## src/rtl/ifetch_if.sv

```systemverilog
// Fetch-unit bundle: redirect input, instruction-memory request/response
// channel and the instruction stream towards decode.
// master = the fetch unit, slave = its environment (pc_control, imem, decode).
interface ifetch_if #(
    parameter int XLEN = 32
);
    logic            redirect_valid;
    logic [XLEN-1:0] redirect_target;

    logic            imem_req_valid;
    logic            imem_req_ready;
    logic [XLEN-1:0] imem_req_addr;

    logic            imem_rsp_valid;
    logic [31:0]     imem_rsp_data;

    logic            instr_valid;
    logic            instr_ready;
    logic [31:0]     instr_data;
    logic [XLEN-1:0] instr_pc;

    modport master (
        input  redirect_valid,
        input  redirect_target,
        output imem_req_valid,
        input  imem_req_ready,
        output imem_req_addr,
        input  imem_rsp_valid,
        input  imem_rsp_data,
        output instr_valid,
        input  instr_ready,
        output instr_data,
        output instr_pc
    );

    modport slave (
        output redirect_valid,
        output redirect_target,
        input  imem_req_valid,
        output imem_req_ready,
        input  imem_req_addr,
        output imem_rsp_valid,
        output imem_rsp_data,
        input  instr_valid,
        output instr_ready,
        input  instr_data,
        input  instr_pc
    );
endinterface

```

## src/rtl/ifetch.sv

```systemverilog
// Instruction fetch unit.
// Issues word-aligned fetches from fpc, pairs in-order memory responses with
// rpc and queues {pc, instr} for decode. Requests are credit limited so the
// queue can never overflow: a request is only issued while
// count + (inflight - drop) < FQ_DEPTH. A redirect flushes the queue and marks
// every outstanding request (including one answered in the redirect cycle) as
// to-be-dropped, so no stale instruction ever reaches decode.
module ifetch #(
    parameter int              XLEN     = 32,
    parameter int              FQ_DEPTH = 4,
    parameter logic [XLEN-1:0] RESET_PC = '0
) (
    input  logic     clk,
    input  logic     rst,
    ifetch_if.master bus
);

    localparam int PW = (FQ_DEPTH > 1) ? $clog2(FQ_DEPTH) : 1;
    localparam int CW = $clog2(FQ_DEPTH + 1);
    // Every redirect may open up to FQ_DEPTH further outstanding requests
    // while older ones are still waiting to be dropped; the extra bits give
    // headroom for a memory holding many generations of them.
    localparam int IW = CW + 4;

    localparam logic [XLEN-1:0] RESET_PC_ALIGNED = {RESET_PC[XLEN-1:2], 2'b00};
    localparam logic [XLEN-1:0] PC_STEP          = XLEN'(4);

    logic [XLEN-1:0] fpc_q, fpc_d;
    logic [XLEN-1:0] rpc_q, rpc_d;
    logic [PW-1:0]   rd_ptr_q, rd_ptr_d;
    logic [PW-1:0]   wr_ptr_q, wr_ptr_d;
    logic [CW-1:0]   count_q, count_d;
    logic [IW-1:0]   inflight_q, inflight_d;
    logic [IW-1:0]   drop_q, drop_d;

    logic [XLEN-1:0] fifo_pc_q    [FQ_DEPTH];
    logic [31:0]     fifo_instr_q [FQ_DEPTH];

    logic [IW:0]     occupancy;
    logic            credit_ok;
    logic            head_valid;
    logic            req_valid;
    logic            accept;
    logic            rsp_drop;
    logic            push;
    logic            pop;
    logic [XLEN-1:0] redirect_pc;
    logic            unused_target_lsb;

    // Credit check and handshake qualifiers, all from registered state plus
    // the redirect flush.
    always_comb begin
        occupancy   = (IW+1)'(count_q) + {1'b0, inflight_q} - {1'b0, drop_q};
        credit_ok   = occupancy < (IW+1)'(FQ_DEPTH);
        head_valid  = (count_q != '0);
        req_valid   = !rst && !bus.redirect_valid && credit_ok;
        accept      = req_valid && bus.imem_req_ready;
        rsp_drop    = bus.imem_rsp_valid && (drop_q != '0);
        push        = bus.imem_rsp_valid && (drop_q == '0) && !bus.redirect_valid;
        pop         = head_valid && bus.instr_ready && !bus.redirect_valid;
        redirect_pc = {bus.redirect_target[XLEN-1:2], 2'b00};
    end

    assign unused_target_lsb = ^bus.redirect_target[1:0];

    assign bus.imem_req_valid = req_valid;
    assign bus.imem_req_addr  = fpc_q;
    assign bus.instr_valid    = head_valid;
    assign bus.instr_data     = fifo_instr_q[rd_ptr_q];
    assign bus.instr_pc       = fifo_pc_q[rd_ptr_q];

    // Next-state: PCs, queue pointers, and the inflight/drop bookkeeping.
    always_comb begin
        fpc_d      = fpc_q;
        rpc_d      = rpc_q;
        rd_ptr_d   = rd_ptr_q;
        wr_ptr_d   = wr_ptr_q;
        count_d    = count_q;
        drop_d     = drop_q;
        inflight_d = inflight_q + IW'(accept) - IW'(bus.imem_rsp_valid);

        if (bus.redirect_valid) begin
            // inflight_d already counts the response landing this cycle,
            // which is discarded along with everything else outstanding.
            fpc_d    = redirect_pc;
            rpc_d    = redirect_pc;
            rd_ptr_d = '0;
            wr_ptr_d = '0;
            count_d  = '0;
            drop_d   = inflight_d;
        end else begin
            if (accept) begin
                fpc_d = fpc_q + PC_STEP;
            end
            if (push) begin
                rpc_d    = rpc_q + PC_STEP;
                wr_ptr_d = wr_ptr_q + PW'(1);
            end
            if (pop) begin
                rd_ptr_d = rd_ptr_q + PW'(1);
            end
            count_d = count_q + CW'(push) - CW'(pop);
            drop_d  = drop_q - IW'(rsp_drop);
        end
    end

    // Control state registers with synchronous reset.
    always_ff @(posedge clk) begin
        if (rst) begin
            fpc_q      <= RESET_PC_ALIGNED;
            rpc_q      <= RESET_PC_ALIGNED;
            rd_ptr_q   <= '0;
            wr_ptr_q   <= '0;
            count_q    <= '0;
            inflight_q <= '0;
            drop_q     <= '0;
        end else begin
            fpc_q      <= fpc_d;
            rpc_q      <= rpc_d;
            rd_ptr_q   <= rd_ptr_d;
            wr_ptr_q   <= wr_ptr_d;
            count_q    <= count_d;
            inflight_q <= inflight_d;
            drop_q     <= drop_d;
        end
    end

    // Queue storage; contents are qualified by count, so no reset is needed.
    always_ff @(posedge clk) begin
        if (push && !rst) begin
            fifo_pc_q[wr_ptr_q]    <= rpc_q;
            fifo_instr_q[wr_ptr_q] <= bus.imem_rsp_data;
        end
    end

    // Invariants the credit scheme and the memory contract guarantee.
    always_ff @(posedge clk) begin
        if (!rst) begin
            a_no_push_full : assert (!(push && (count_q == CW'(FQ_DEPTH))));
            a_drop_le_infl : assert (drop_q <= inflight_q);
            a_rsp_has_req  : assert (!(bus.imem_rsp_valid && (inflight_q == '0)));
        end
    end

endmodule

```

## src/flat_wrapper.sv

```systemverilog
// flat-port wrapper written by rule: the top's interface ports become plain ports
module ifetch_flat 
#(
    parameter int              XLEN     = 32,
    parameter int              FQ_DEPTH = 4,
    parameter logic [XLEN-1:0] RESET_PC = '0
)
  (clk, rst, bus_redirect_valid, bus_redirect_target, bus_imem_req_valid, bus_imem_req_ready, bus_imem_req_addr, bus_imem_rsp_valid, bus_imem_rsp_data, bus_instr_valid, bus_instr_ready, bus_instr_data, bus_instr_pc);
  ifetch_if #(.XLEN(XLEN)) bus_i ();
  input  logic clk;
  input  logic rst;
  input wire logic [$bits(bus_i.redirect_valid)-1:0] bus_redirect_valid;
  input wire logic [$bits(bus_i.redirect_target)-1:0] bus_redirect_target;
  output wire logic [$bits(bus_i.imem_req_valid)-1:0] bus_imem_req_valid;
  input wire logic [$bits(bus_i.imem_req_ready)-1:0] bus_imem_req_ready;
  output wire logic [$bits(bus_i.imem_req_addr)-1:0] bus_imem_req_addr;
  input wire logic [$bits(bus_i.imem_rsp_valid)-1:0] bus_imem_rsp_valid;
  input wire logic [$bits(bus_i.imem_rsp_data)-1:0] bus_imem_rsp_data;
  output wire logic [$bits(bus_i.instr_valid)-1:0] bus_instr_valid;
  input wire logic [$bits(bus_i.instr_ready)-1:0] bus_instr_ready;
  output wire logic [$bits(bus_i.instr_data)-1:0] bus_instr_data;
  output wire logic [$bits(bus_i.instr_pc)-1:0] bus_instr_pc;
  assign bus_i.redirect_valid = bus_redirect_valid;
  assign bus_i.redirect_target = bus_redirect_target;
  assign bus_imem_req_valid = bus_i.imem_req_valid;
  assign bus_i.imem_req_ready = bus_imem_req_ready;
  assign bus_imem_req_addr = bus_i.imem_req_addr;
  assign bus_i.imem_rsp_valid = bus_imem_rsp_valid;
  assign bus_i.imem_rsp_data = bus_imem_rsp_data;
  assign bus_instr_valid = bus_i.instr_valid;
  assign bus_i.instr_ready = bus_instr_ready;
  assign bus_instr_data = bus_i.instr_data;
  assign bus_instr_pc = bus_i.instr_pc;
  ifetch #(.XLEN(XLEN), .FQ_DEPTH(FQ_DEPTH), .RESET_PC(RESET_PC)) u_core (.clk(clk), .rst(rst), .bus(bus_i));
endmodule
```

## config.mk

```make
export PLATFORM = sky130hd
export DESIGN_NAME = ifetch_flat
export DESIGN_NICKNAME = d
export VERILOG_FILES = /design/src/rtl/ifetch_if.sv /design/src/rtl/ifetch.sv /design/src/flat_wrapper.sv
export SDC_FILE = /design/constraint.sdc
export NUM_CORES = 1
export LEC_CHECK = 0
export BUFFER_PORTS_ARGS = -buffer_cell sky130_fd_sc_hd__buf_2
export CAP_MARGIN = 20
export CORE_MARGIN = 2
export CORE_UTILIZATION = 58
export DETAILED_ROUTE_END_ITERATION = 16
export PLACE_DENSITY = 0.8
export SYNTH_ARGS = -nofsm -noshare
export SYNTH_HDL_FRONTEND = slang
export SYNTH_SLANG_ARGS = --single-unit
```

## constraint.sdc

```tcl
create_clock -name clk -period 4.9 [get_ports clk]
set_clock_uncertainty 0.05 [all_clocks]
set_input_delay 0.245 -clock clk [delete_from_list [all_inputs] [get_ports clk]]
set_output_delay 0.245 -clock clk [all_outputs]
set_load 0.01 [all_outputs]
```

; After elaboration in Yosys (flattened, before gate mapping)
; Memory sizes are Yosys's and may differ from the RTL's. A register that Yosys moved wholly into a read port is not among the register bits.
; Index checks and enable logic that the tools add are counted.
[word_totals]
register_bits = 85
mem_bits_rw = 256
input_bits = 70
out_inout_bits = 98
word_cells = 51
mem_count = 2
[op_classes]
add_sub_neg = 11
magnitude_cmp = 1
n_mux = 11
reduce_logical = 17
[mem_list]
columns = memory, words, word_bits, read_ports, rd_clocked_by_memory_dff, wr, line_no
row1 = u_core.fifo_instr_q, 4, 32, 1, 1, 1, ifetch.sv:37  ; logic [31:0] fifo_instr_q [FQ_DEPTH];
row2 = u_core.fifo_pc_q, 4, 32, 1, 1, 1, ifetch.sv:36  ; logic [XLEN-1:0] fifo_pc_q [FQ_DEPTH];
[ops]
columns = op, count
row1 = $mux 32, 4
row2 = $add 32x3->32 const B, 2
row3 = $sub 7x1->7, 2
row4 = $logic_and 1x1->1, 9
row5 = $add 3x7->8, 1
row6 = $lt 8x3->1 const B, 1
row7 = $mux 2, 4
row8 = $sub 8x7->8, 1
row9 = $add 7x1->7, 1
row10 = $logic_not 7->1, 1
row11 = $mux 7, 1
row12 = $reduce_bool 7->1, 1
row13 = $add 2x1->2 const B, 2
row14 = $reduce_bool 2->1, 2
row15 = $add 3x1->3, 1
row16 = $reduce_bool 3->1, 1
row17 = $sub 3x1->3, 1
row18 = $logic_not 1->1, 2
row19 = $mux 1, 2
row20 = $reduce_or 2->1, 1

; Logic depth before layout (Yosys ltp)
[logic_depth]
depth_word = 8
depth_mapped = 20
ltp_nobuf = 19

; Worst setup path after synthesis
; Ideal clock, no wire load.
[synth_timing]
path_kind = register to register
startpoint = register u_core.drop_q[1]
endpoint = register u_core.drop_q[6]
setup_ns = 0.091
arrival_ns = 3.901
required_time_ns = 4.759
setup_slack_ns = 0.858
stages_incl_launch_ff = 20
n_path_buf = 1
period_less_slack_ns = 4.042
cell_sequence = dfxtp_1 -> inv_1 -> fa_1 -> ha_1 -> and3b_1 -> o211a_1 -> or3_1 -> and4_1 -> clkbuf_1 -> nand2_1 -> inv_1 -> ha_1 -> inv_1 -> fa_1 -> nor2b_1 -> o21ai_0 -> a21oi_1 -> o21a_1 -> or3_1 -> a311oi_1
[synth_between]
elab_chain_cells = 7
word_cells_on_any_way = 10
cone_classes = add/sub (4) / order compare (1) / mux (1) / reduce/logical (4)
[synth_rtl]
columns = item, line_no
row1 = start: declaration, ifetch.sv:34  ; logic [IW-1:0] drop_q, drop_d;
row2 = start signal: assignment, ifetch.sv:124  ; drop_q <= drop_d;
row3 = $sub 8x7->8, ifetch.sv:53  ; occupancy = (IW+1)'(count_q) + {1'b0, inflight_q} - {1'b0, drop_q};
row4 = $lt 8x3->1, ifetch.sv:54  ; credit_ok = occupancy < (IW+1)'(FQ_DEPTH);
row5 = $logic_and 1x1->1, ifetch.sv:56  ; req_valid = !rst && !bus.redirect_valid && credit_ok;
row6 = $logic_and 1x1->1, ifetch.sv:57  ; accept = req_valid && bus.imem_req_ready;
row7 = $add 7x1->7, ifetch.sv:80  ; inflight_d = inflight_q + IW'(accept) - IW'(bus.imem_rsp_valid);
row8 = $sub 7x1->7, ifetch.sv:80
row9 = $mux 7 (*), ifetch.sv:82  ; if (bus.redirect_valid) begin
; Mark *: on every way between the ends. The rest lies on a longest branch, timed or not.
; A chain may end at the register's enable or synchronous reset.

; Worst setup path in the final report
[layout_timing]
startpoint = register u_core.drop_q[2]
endpoint = register u_core.drop_q[6]
; Same word-level chain as after synthesis.

==> flow_summary.ini <==
[status]
status = complete, no violations

[cts]
cts_resized = 0
insertion_delay_ns = 0.51
h-tree-depth = 2
root_buffer = clkbuf_16
clock-sinks = 331
cts_tree = built
cts_inserted_buffers = 35
post_cts_buffers = 0
ctsLongestPathBuffers = 3
clk_pin_slew_worst_paths_ns = 0.06

[routing]
dr_total_vias = 8782
vias_per_cell = 5.804
wl_mm = 29.72
drcViolationCount = 0
first_pass_iters = 5
ant_nets = 0
routedWlPerCell_um = 19.65
first_iter_violations = 627

[timing]
worst_slack_ns = 0.4248
min_period_over_period_pct = 91.33
fmax_mhz = 223.5
drv_slew = 0
tightest_slew_ns = 1.085
slew_headroom_pct = 27.66
period_needed_ns = 4.475
setup_violations = 0
grt_setup_unrepaired = false
hold_viol = 0
whs_ns = 0.02351
fin_setup_tns_ns = 0

[worst_setup_path]
startpoint = u_core.drop_q[2]$_SDFF_PP0_
critPathBufInv = 3
cp_data_required_time_ns = 5.27
cpMaxStageDelayCell = fa_1
path_class = reg -> reg
critPathMaxFanout = 10
arrival_ns = 4.85
crit_path_start_kind = register
timing.rr.start = u_core.drop_q[2]$_SDFF_PP0_
cp_cell_sequence = fa_1 -> inv_1 -> ha_1 -> o21ai_0 -> a22o_1 -> mux2_2 -> and2_1 -> nand2_1 -> inv_1 -> ha_1 -> inv_1 -> fa_1 -> nor2b_1 -> o21ai_0 -> a21oi_1 -> o21a_1 -> or3_1 -> a311oi_1
cp_common_cell = inv_1
slowest_delay_ns = 0.56
worst_setup_path_end_kind = register
cp_top_family = compound AO/OA/AOI/OAI gates

[final_layout]
postLayoutCoreUtil_pct = 70.55
diodes = 0
areaGrowthSynthToFinish_pct = 18.68
fin_nets = 1269
drive_above_1_share_pct = 25.46

[power]
seqPwrFrac_pct = 48.2
power.share.switching_pct = 25.51
p_leak_uw = 0.005975
combinationalPowerShare_pct = 14.2
pwr_density_cell_mw_per_mm2 = 398.9
p_int_uw = 4950
max-vdd-ir-drop_mv = 0.2274
power_frac_clock_pct = 37.6
power_switching_uw = 1696

[floorplan]
ios = 168
fp.coreArea_mm2 = 0.02361
start_util_pct = 59.45
dieHeight_um = 159.6
die_area_mm2 = 0.02546
die_w_um = 159.6
row_count = 56

[placement]
dpl_worst_slack_ns = 0.4862
io_buffers = 161
dp_hpwl_mm = 19.13
routabilityCongestion = 0.8195

[synth]
synth_edf_count = 248
ys_async_sr_fraction_pct = 0
synth_area_per_cell_um2 = 14.59
synth_cells = 962
dominantRegCellSynth = edfxtp_1
synth_warnings = 0
synth_cell_types = 54
ys_seq_elements = 331
synthesis.area_mm2 = 0.01404
ys_seq_area_share_pct = 64.89

[grt]
grt_max_degree = 60
grt_pass1_vias = 8773
grt_first_pass_wirelength_mm = 47.03
grt_antenna_before_repair = 0
track_usage_pct = 23.36
overflow = 0

[job]
maxCapViolCount = 0

[hold_path]
hold_start = bus_redirect_target[3]
hp-class = in -> reg
[power by group through the flow]
stage / clock network, uW / registers, uW / logic (uW)
floorplan: 0 / 3240 / 670
global placement: 0 / 3260 / 874
detailed placement: 0 / 3260 / 910
CTS: 2530 / 3200 / 939
global route: 2650 / 3220 / 1050
finish: 2500 / 3200 / 943
[sequential cells by signal, summed over array words and instances (netlist names), named ones only]
name,count
u_core.fifo_instr_q,128
u_core.rpc_q,30
u_core.drop_q,7
u_core.inflight_q,7
u_core.rd_ptr_q,2
u_core.count_q,3
u_core.fifo_pc_q,120
u_core.bus.imem_req_addr,30
u_core.wr_ptr_q,2
[cell usage in the layout (no fill, tap or decap), types with 10 or more instances in the layout]
cell	n
ha_1	28
and4_1	11
nand4_1	13
nand2_1	47
clkbuf_16	36
buf_4	15
dlygate4sd3_1	33
edfxtp_1	248
and3_1	15
nor2_1	48
xor2_1	13
a21oi_1	38
dfxtp_1	81
nor4_1	12
o21a_1	13
a211oi_1	24
buf_2	161
nor3_1	29
inv_1	60
xnor2_1	23
o21ai_0	10
nand3_1	25
a21boi_0	15
mux4_2	62
o31a_1	10
[cells in the mapped netlist, types with 15 or more instances]
cell type    n  area, um^2
inv_1       60       225.2
ha_1        28       350.3
nor2_1      48       180.2
nand3_1     25       125.1
a21oi_1     38       190.2
clkbuf_1    25       93.84
edfxtp_1   248        7447
nor3_1      29       145.1
a211oi_1    24       180.2
nand2_1     47       176.4
xnor2_1     23       201.4
mux4_2      62        1396
dfxtp_1     83        1662
buf_1       16       60.06
a21boi_0    15       112.6
and3_1      19       118.9
[worst min-delay path, stage by stage]
cell and delay [ns]:
buf_2 0.08, o21bai_1 0.09, a21oi_1 0.12
[cells by family after synthesis]
family	synth area share, %
AOI/OAI and AO/OA	7.166
and+or+nand+nor	9.484
other	0.02671
buffers and inverters	2.950
xor gates and xnor gates	2.246
adders and majority gates	3.066
muxes	10.17
DFF	64.89
[metrics by stage]
stage / total power, uW / cell area, um^2 / cells
after floorplan: 3912 / 14050 / 965
after global placement: 4130 / 15210 / 1415
after detailed placement: 4173 / 15210 / 1415
after CTS: 6678 / 16630 / 1512
after global routing: 6915 / 16660 / 1513
final: 6646 / 16660 / 1513
[final timing paths]
check / endpoint / slack [ns] / depth (start not counted)
setup / recovery: u_core.drop_q[6]$_SDFF_PP0_ / 0.42 / 18
setup reg to reg: u_core.drop_q[6]$_SDFF_PP0_ / 0.42 / 18
hold reg to reg: u_core.wr_ptr_q[1]$_SDFFE_PP0P_ / 0.48 / 2
hold / removal: u_core.rpc_q[3]$_SDFFE_PP0P_ / 0.02 / 3
[routing by layer]
metal / wire length, um / part of all wire, % / vias up / track usage (%)
met5: 0 / 0 / - / 0
met4: 627 / 2.1 / 0 / 6.488
met3: 1665 / 5.6 / 44 / 3.933
met2: 14730 / 50 / 280 / 39.39
met1: 12700 / 43 / 4331 / 31.76
li1: - / - / 4127 / -
[repair_timing]
| action | in CTS | in global routing |
|---|---|---|
| setup endpoints to repair | 0 | 0 |
| hold buffers | 33 | 0 |
| hold endpoints to repair | 129 | 0 |
[cell type report]
cell class / instances / area, um^2
Clock buffer: 42 / 923.4
Clock inverter: 22 / 171.4
Fill cell: 1567 / 6953
Inverter: 60 / 225.2
Multi-Input combinational cell: 528 / 4531
Sequential cell: 331 / 9114
Tap cell: 319 / 399.1
Timing Repair Buffer: 211 / 1296
Power figures use the tool's default switching activity.
